$ cat src/rtl/branch_predict_unit_if.sv
// Fetch lookup, execute-stage resolution and debug signals of the branch predict unit.
// master = fetch/execute side, slave = predictor.
interface branch_predict_unit_if #(
    parameter int RAS_DEPTH = 8
);
    localparam int CNT_W = $clog2(RAS_DEPTH) + 1;

    logic [31:0]      fetch_pc;
    logic             pred_hit;
    logic             pred_taken;
    logic [31:0]      pred_target;
    logic             upd_ready;
    logic             upd_branch;
    logic             upd_call;
    logic             upd_return;
    logic             upd_taken;
    logic [31:0]      upd_target;
    logic [31:0]      upd_pc;
    logic [CNT_W-1:0] ras_count;

    modport master (
        output fetch_pc, upd_ready, upd_branch, upd_call, upd_return,
               upd_taken, upd_target, upd_pc,
        input  pred_hit, pred_taken, pred_target, ras_count
    );

    modport slave (
        input  fetch_pc, upd_ready, upd_branch, upd_call, upd_return,
               upd_taken, upd_target, upd_pc,
        output pred_hit, pred_taken, pred_target, ras_count
    );
endinterface

$ cat src/rtl/branch_predict_unit.sv
// Direct-mapped BTB with 2-bit counters, trained at commit; the return address stack
// is built only when BPU_RAS_EN is defined (otherwise RET entries use the BTB target).
module branch_predict_unit #(
    parameter int BTB_ENTRIES = 16,
    parameter int RAS_DEPTH   = 8
) (
    input  logic                  CLK,
    input  logic                  RSTN,
    branch_predict_unit_if.slave  bus
);
    localparam int IDX_W = $clog2(BTB_ENTRIES);
    localparam int TAG_W = 30 - IDX_W;

    typedef enum logic [1:0] {
        BR_COND = 2'd0,
        BR_JUMP = 2'd1,
        BR_CALL = 2'd2,
        BR_RET  = 2'd3
    } br_type_e;

    // BTB storage
    logic [BTB_ENTRIES-1:0] valid_q;
    logic [TAG_W-1:0]       tag_q    [BTB_ENTRIES];
    logic [31:0]            target_q [BTB_ENTRIES];
    logic [1:0]             cnt_q    [BTB_ENTRIES];
    br_type_e               type_q   [BTB_ENTRIES];

    logic             commit;
    logic [IDX_W-1:0] upd_idx;
    logic [TAG_W-1:0] upd_tag;
    logic             upd_hit;
    logic             btb_wr;
    br_type_e         upd_type;
    logic [1:0]       cnt_d;

    logic [IDX_W-1:0] f_idx;
    logic [TAG_W-1:0] f_tag;
    logic             f_hit;
    logic             f_taken;
    br_type_e         f_type;

    logic             ras_valid;
    logic [31:0]      ras_top;
    logic             unused_bits;

    assign unused_bits = ^{bus.fetch_pc[1:0], bus.upd_pc[1:0]};

    assign commit  = bus.upd_ready & bus.upd_branch;
    assign upd_idx = bus.upd_pc[IDX_W+1:2];
    assign upd_tag = bus.upd_pc[31:IDX_W+2];
    assign upd_hit = valid_q[upd_idx] && (tag_q[upd_idx] == upd_tag);
    // A not-taken miss never allocates.
    assign btb_wr  = commit && (upd_hit || bus.upd_taken);

    always_comb begin
        upd_type = BR_COND;
        if (bus.upd_return) begin
            upd_type = BR_RET;
        end else if (bus.upd_call) begin
            upd_type = BR_CALL;
        end
    end

    always_comb begin
        cnt_d = 2'b10;
        if (upd_hit) begin
            if (bus.upd_taken) begin
                cnt_d = (cnt_q[upd_idx] == 2'b11) ? 2'b11 : cnt_q[upd_idx] + 2'b01;
            end else begin
                cnt_d = (cnt_q[upd_idx] == 2'b00) ? 2'b00 : cnt_q[upd_idx] - 2'b01;
            end
        end
    end

    always_ff @(posedge CLK) begin
        if (!RSTN) begin
            valid_q <= '0;
        end else if (btb_wr) begin
            valid_q[upd_idx] <= 1'b1;
        end
    end

    always_ff @(posedge CLK) begin
        if (RSTN && btb_wr) begin
            tag_q[upd_idx]  <= upd_tag;
            cnt_q[upd_idx]  <= cnt_d;
            type_q[upd_idx] <= upd_type;
            if (bus.upd_taken) begin
                target_q[upd_idx] <= bus.upd_target;
            end
        end
    end

    // Lookup reads the pre-commit state only.
    assign f_idx   = bus.fetch_pc[IDX_W+1:2];
    assign f_tag   = bus.fetch_pc[31:IDX_W+2];
    assign f_hit   = valid_q[f_idx] && (tag_q[f_idx] == f_tag);
    assign f_type  = type_q[f_idx];
    assign f_taken = f_hit && ((f_type != BR_COND) || cnt_q[f_idx][1]);

    assign bus.pred_hit    = f_hit;
    assign bus.pred_taken  = f_taken;
    assign bus.pred_target = !f_taken ? 32'd0 :
                             ((f_type == BR_RET) && ras_valid) ? ras_top : target_q[f_idx];

`ifdef BPU_RAS_EN
    localparam int PTR_W = $clog2(RAS_DEPTH);
    localparam int CNT_W = PTR_W + 1;

    logic [31:0]      ras_q [RAS_DEPTH];
    logic [PTR_W-1:0] ptr_q, ptr_d;
    logic [CNT_W-1:0] ras_cnt_q, ras_cnt_d;
    logic [PTR_W-1:0] top_idx;
    logic             ras_wr;
    logic [PTR_W-1:0] ras_wr_idx;
    logic [31:0]      ret_addr;

    assign ret_addr = bus.upd_pc + 32'd4;
    assign top_idx  = ptr_q - PTR_W'(1);

    // ptr_q is the next free slot; a push into a full stack overwrites the oldest entry.
    always_comb begin
        ptr_d      = ptr_q;
        ras_cnt_d  = ras_cnt_q;
        ras_wr     = 1'b0;
        ras_wr_idx = ptr_q;
        if (commit) begin
            if (bus.upd_call && bus.upd_return) begin
                ras_wr = 1'b1;
                if (ras_cnt_q == '0) begin
                    ptr_d     = ptr_q + PTR_W'(1);
                    ras_cnt_d = CNT_W'(1);
                end else begin
                    ras_wr_idx = top_idx;
                end
            end else if (bus.upd_call) begin
                ras_wr = 1'b1;
                ptr_d  = ptr_q + PTR_W'(1);
                if (ras_cnt_q != CNT_W'(RAS_DEPTH)) begin
                    ras_cnt_d = ras_cnt_q + CNT_W'(1);
                end
            end else if (bus.upd_return && (ras_cnt_q != '0)) begin
                ptr_d     = top_idx;
                ras_cnt_d = ras_cnt_q - CNT_W'(1);
            end
        end
    end

    always_ff @(posedge CLK) begin
        if (!RSTN) begin
            ptr_q     <= '0;
            ras_cnt_q <= '0;
        end else begin
            ptr_q     <= ptr_d;
            ras_cnt_q <= ras_cnt_d;
        end
    end

    always_ff @(posedge CLK) begin
        if (RSTN && ras_wr) begin
            ras_q[ras_wr_idx] <= ret_addr;
        end
    end

    assign ras_valid     = (ras_cnt_q != '0);
    assign ras_top       = ras_q[top_idx];
    assign bus.ras_count = ras_cnt_q;
`else
    assign ras_valid     = 1'b0;
    assign ras_top       = 32'd0;
    assign bus.ras_count = {($clog2(RAS_DEPTH) + 1){1'b0}};
`endif

endmodule

$ cat src/flat_wrapper.sv
// flat-port wrapper written by rule: the top's interface ports become plain ports
module branch_predict_unit_flat 
#(
    parameter int BTB_ENTRIES = 16,
    parameter int RAS_DEPTH   = 8
)
  (CLK, RSTN, bus_fetch_pc, bus_upd_ready, bus_upd_branch, bus_upd_call, bus_upd_return, bus_upd_taken, bus_upd_target, bus_upd_pc, bus_pred_hit, bus_pred_taken, bus_pred_target, bus_ras_count);
  branch_predict_unit_if #(.RAS_DEPTH(RAS_DEPTH)) bus_i ();
  input  logic CLK;
  input  logic RSTN;
  input wire logic [$bits(bus_i.fetch_pc)-1:0] bus_fetch_pc;
  input wire logic [$bits(bus_i.upd_ready)-1:0] bus_upd_ready;
  input wire logic [$bits(bus_i.upd_branch)-1:0] bus_upd_branch;
  input wire logic [$bits(bus_i.upd_call)-1:0] bus_upd_call;
  input wire logic [$bits(bus_i.upd_return)-1:0] bus_upd_return;
  input wire logic [$bits(bus_i.upd_taken)-1:0] bus_upd_taken;
  input wire logic [$bits(bus_i.upd_target)-1:0] bus_upd_target;
  input wire logic [$bits(bus_i.upd_pc)-1:0] bus_upd_pc;
  output wire logic [$bits(bus_i.pred_hit)-1:0] bus_pred_hit;
  output wire logic [$bits(bus_i.pred_taken)-1:0] bus_pred_taken;
  output wire logic [$bits(bus_i.pred_target)-1:0] bus_pred_target;
  output wire logic [$bits(bus_i.ras_count)-1:0] bus_ras_count;
  assign bus_i.fetch_pc = bus_fetch_pc;
  assign bus_i.upd_ready = bus_upd_ready;
  assign bus_i.upd_branch = bus_upd_branch;
  assign bus_i.upd_call = bus_upd_call;
  assign bus_i.upd_return = bus_upd_return;
  assign bus_i.upd_taken = bus_upd_taken;
  assign bus_i.upd_target = bus_upd_target;
  assign bus_i.upd_pc = bus_upd_pc;
  assign bus_pred_hit = bus_i.pred_hit;
  assign bus_pred_taken = bus_i.pred_taken;
  assign bus_pred_target = bus_i.pred_target;
  assign bus_ras_count = bus_i.ras_count;
  branch_predict_unit #(.BTB_ENTRIES(BTB_ENTRIES), .RAS_DEPTH(RAS_DEPTH)) u_core (.CLK(CLK), .RSTN(RSTN), .bus(bus_i));
endmodule
$ cat config.mk
export PLATFORM = sky130hd
export DESIGN_NAME = branch_predict_unit_flat
export DESIGN_NICKNAME = d
export VERILOG_FILES = /design/src/rtl/branch_predict_unit_if.sv /design/src/rtl/branch_predict_unit.sv /design/src/flat_wrapper.sv
export SDC_FILE = /design/constraint.sdc
export NUM_CORES = 1
export LEC_CHECK = 0
export CAP_MARGIN = 20
export CORE_MARGIN = 10
export CORE_UTILIZATION = 55
export DETAILED_ROUTE_END_ITERATION = 8
export PLACE_DENSITY_LB_ADDON = 0.3
export SLEW_MARGIN = 15
export SYNTH_ARGS = -nofsm -noshare
export SYNTH_HDL_FRONTEND = slang
export SYNTH_SLANG_ARGS = --single-unit
$ cat constraint.sdc
create_clock -name CLK -period 8.07 [get_ports CLK]
set_clock_uncertainty 0.05 [all_clocks]
set_input_delay 1.614 -clock CLK [delete_from_list [all_inputs] [get_ports CLK]]
set_output_delay 1.614 -clock CLK [all_outputs]
set_load 0.05 [all_outputs]
==> results.toml <==
[critical_path]
crit_type = "in2out"
endpoint_kind = "primary output"
crit_chain = "buf_8 > mux4_2 > mux2i_1 > mux2i_1 > xnor2_1 > nand4_1 > nor4_1 > and2_1 > clkdlybuf4s50_1"
crit_top_cell = "mux2i_1"
cp-start-kind = "primary input"
cpPeakStageDelay_ns = 0.84
worstPathArrival_ns = 5.66
crit_path_top_delay_cell = "clkdlybuf4s50_1"
cp.required_ns = 6.41
critPathBufInv = 2
crit_family = "buffers and inverters"
crit_path_max_fanout = 73

[drt]
ant_nets = 0
highest_layer = "met5"
met2_wirelength_um = 54500
wl_met1_um = 40300
drc = 0
dr_wl_met3_um = 8950
route.vias.total = 22500
wl_per_cell_um = 32.0
routed_wirelength_um = 107000
dr.pass1.iters = 6
drtIter0Drc = 2835
routed_via_density = 6.72

[global_routing]
grt_overflow_total = 0
antenna_found_initial = 10
grt_max_degree = 82
gr-usage-all-layers_pct = 23.7
grt_pass1_vias = 23400
grt_pass1_wl_um = 158000

[synthesis]
synthArstFlopShare_pct = 0
ys_dominant_reg_cell = "edfxtp_1"
synth-edff-count = 992
ys_seq_elements = 1008
synthesis.area_um2 = 43100
syn_inst = 2038
synthTopCellsByArea = "edfxtp_1 (69%), mux4_2 (19%), mux2i_1 (3.5%)"
yosys_warnings = 0
ys_types = 68
netlist.area_leader.share_pct = 69.1
synth.largest_area_cell = "edfxtp_1"
syn_area_per_cell_um2 = 21.1
yosysSeqAreaShare_pct = 69.9

[clocking]
clk_pin_slew_ns = 0.06
insertion_delay_ns = 0.67
cts_tree = "yes"
cts_setup_buffers = 0
cts_max_level = 3
clock_path_buffers = 3
cts_sinks = 1008
ctsResizeCount = 0
numCtsBuffers = 98
postCtsHoldBufs = 0
ctsRootBufferMaster = "clkbuf_16"

[timing]
worst_pin_slew_ns = 1.05
hold_viol = 0
setup_viol = 0
min_period_ns = 7.32
setup-tns-final_ns = 0
finalCritPeriodShare_pct = 90.7
max_freq_ghz = 0.137
rsz0062_at_grt = "no"
final_max_slew_viol_count = 0
slew_headroom_pct = 29.8

[place]
gp_congestion = 0.850
dp.final_hpwl_um = 60900
port_buffers = 132
dpl-instance-area_um2 = 46300

[power_and_ir_drop]
power_density_nw_per_um2 = 222
ir_worst_vdd_mv = 0.243
fin_total_pwr_w = 0.0110
p_leak_nw = 15.9

[run]
maxCapViolations = 0

[cells_and_area]
drive_gt1_share_pct = 29.5
final_area_um2 = 49500
fin_nets = 2322
fin_util_pct = 63.8
syn_to_final_growth_pct = 15.0

[floorplanning]
core_um2 = 77600
num_rows = 102
die_w_um = 300
die_area_um2 = 89900
die_h_um = 300
start_util_pct = 55.5
pin_count = 141

[status]
status = "complete, no violations"

[min_path]
holdCritPathClass = "reg2reg"
## synth_stat cells, types with 2 or more instances
| master | number |
|---|---|
| a211oi_1 | 5 |
| buf_4 | 20 |
| o32ai_1 | 4 |
| a21o_1 | 18 |
| a221oi_1 | 9 |
| nor4_1 | 13 |
| buf_1 | 4 |
| and3_1 | 7 |
| o311ai_0 | 2 |
| a2111oi_1 | 3 |
| edfxtp_1 | 992 |
| nand3_1 | 5 |
| a31oi_1 | 10 |
| o22ai_1 | 6 |
| nor2b_1 | 5 |
| or3_1 | 3 |
| o221a_2 | 2 |
| inv_1 | 5 |
| a2bb2oi_1 | 2 |
| mux2i_1 | 149 |
| nand2b_1 | 3 |
| o41a_1 | 2 |
| dfxtp_1 | 16 |
| a22oi_1 | 24 |
| mux2_2 | 17 |
| o2111ai_1 | 2 |
| nor4_2 | 2 |
| nor3_1 | 15 |
| clkbuf_1 | 50 |
| xnor2_1 | 41 |
| nor2_1 | 31 |
| a21oi_1 | 32 |
| buf_6 | 8 |
| and2_1 | 35 |
| buf_2 | 47 |
| nand2_1 | 31 |
| nand4_1 | 8 |
| xor2_1 | 9 |
| o21ai_0 | 5 |
| a22o_1 | 6 |
| mux4_2 | 362 |
| nand3b_1 | 2 |
## sequential cells by signal (all words and copies together), names as in the netlist
signal,flops
u_core.tag_q,416
u_core.target_q,512
u_core.valid_q,16
u_core.type_q,32
u_core.cnt_q,32
## stage by stage
| step | hold WS (ns) | cells | worst slack (ns) |
|---|---|---|---|
| after floorplan | 0.388 | 2041 | 0.439 |
| after global placement | 0.406 | 3158 | 0.778 |
| after detailed placement | 0.413 | 3158 | 0.692 |
| after CTS | 0.427 | 3339 | 0.678 |
| after global routing | 0.455 | 3344 | 0.536 |
| final | 0.429 | 3345 | 0.749 |
## worst reg2reg max path: cells and delay by family (launching register included)
family          cells  cell delay (ns)
compound gates      4             1.52
flops               1             0.36
simple gates        3             1.20
buf+inv             2             0.83
mux                 1             0.12
## cell families (layout without fill, tap and decap cells)
logic type | count (synthesis) | in the layout | share of synthesized area (%)
DFF | 1008 | 1008 | 69.9
muxes | 529 | 529 | 22.9
and+or+nand+nor | 166 | 166 | 2.05
AOI/OAI and AO/OA | 146 | 146 | 2.50
buffers and inverters | 138 | 397 | 1.68
xor gates and xnor gates | 50 | 50 | 1.02
other | 1 | 9 | 0.00870
## path summary, 6_finish.rpt
| path | startpoint | end | slack, ns | cells past startpoint |
|---|---|---|---|---|
| max | bus_fetch_pc[2] | bus_pred_hit | 0.75 | 9 |
| min | u_core.valid_q[14]$_SDFFE_PN0P_ | u_core.valid_q[14]$_SDFFE_PN0P_ | 0.43 | 1 |
| max reg2reg | u_core.tag_q[12][1]$_DFFE_PP_ | u_core.tag_q[7][8]$_DFFE_PP_ | 3.61 | 10 |
| min reg2reg | u_core.valid_q[14]$_SDFFE_PN0P_ | u_core.valid_q[14]$_SDFFE_PN0P_ | 0.43 | 1 |
## power by group
part	internal [W]	switching, W
Combinational	0.000312	0.000386
Clock	0.00257	0.00195
Sequential	0.00577	0.00000732
Total	0.00864	0.00234
## routing by layer
metal	up-vias	track usage [%]
met1	11900	31.5
met2	1206	39.5
met4	8	7.82
li1	9109	-
met3	231	4.35
met5	-	0
## cell type report
class | count | area [um2]
Fill cell | 5173 | 28100
Sequential cell | 1008 | 30100
Multi-Input combinational cell | 895 | 12500
Inverter | 7 | 26.3
Clock buffer | 116 | 2560
Clock inverter | 65 | 612
Timing Repair Buffer | 209 | 2370
Antenna cell | 5 | 12.5
Tap cell | 1040 | 1300
## cell usage in the layout, fill, tap and decap left out, types with 24 or more instances in the layout
cell type and n:
a22oi_1 24, and2_1 35, buf_12 42, buf_4 70, clkbuf_16 99, clkdlybuf4s50_1 92, clkinv_1 27, edfxtp_1 992
mux2i_1 149, mux4_2 362, nand2_1 31, xnor2_1 41
(Power assumes the default switching activity.)
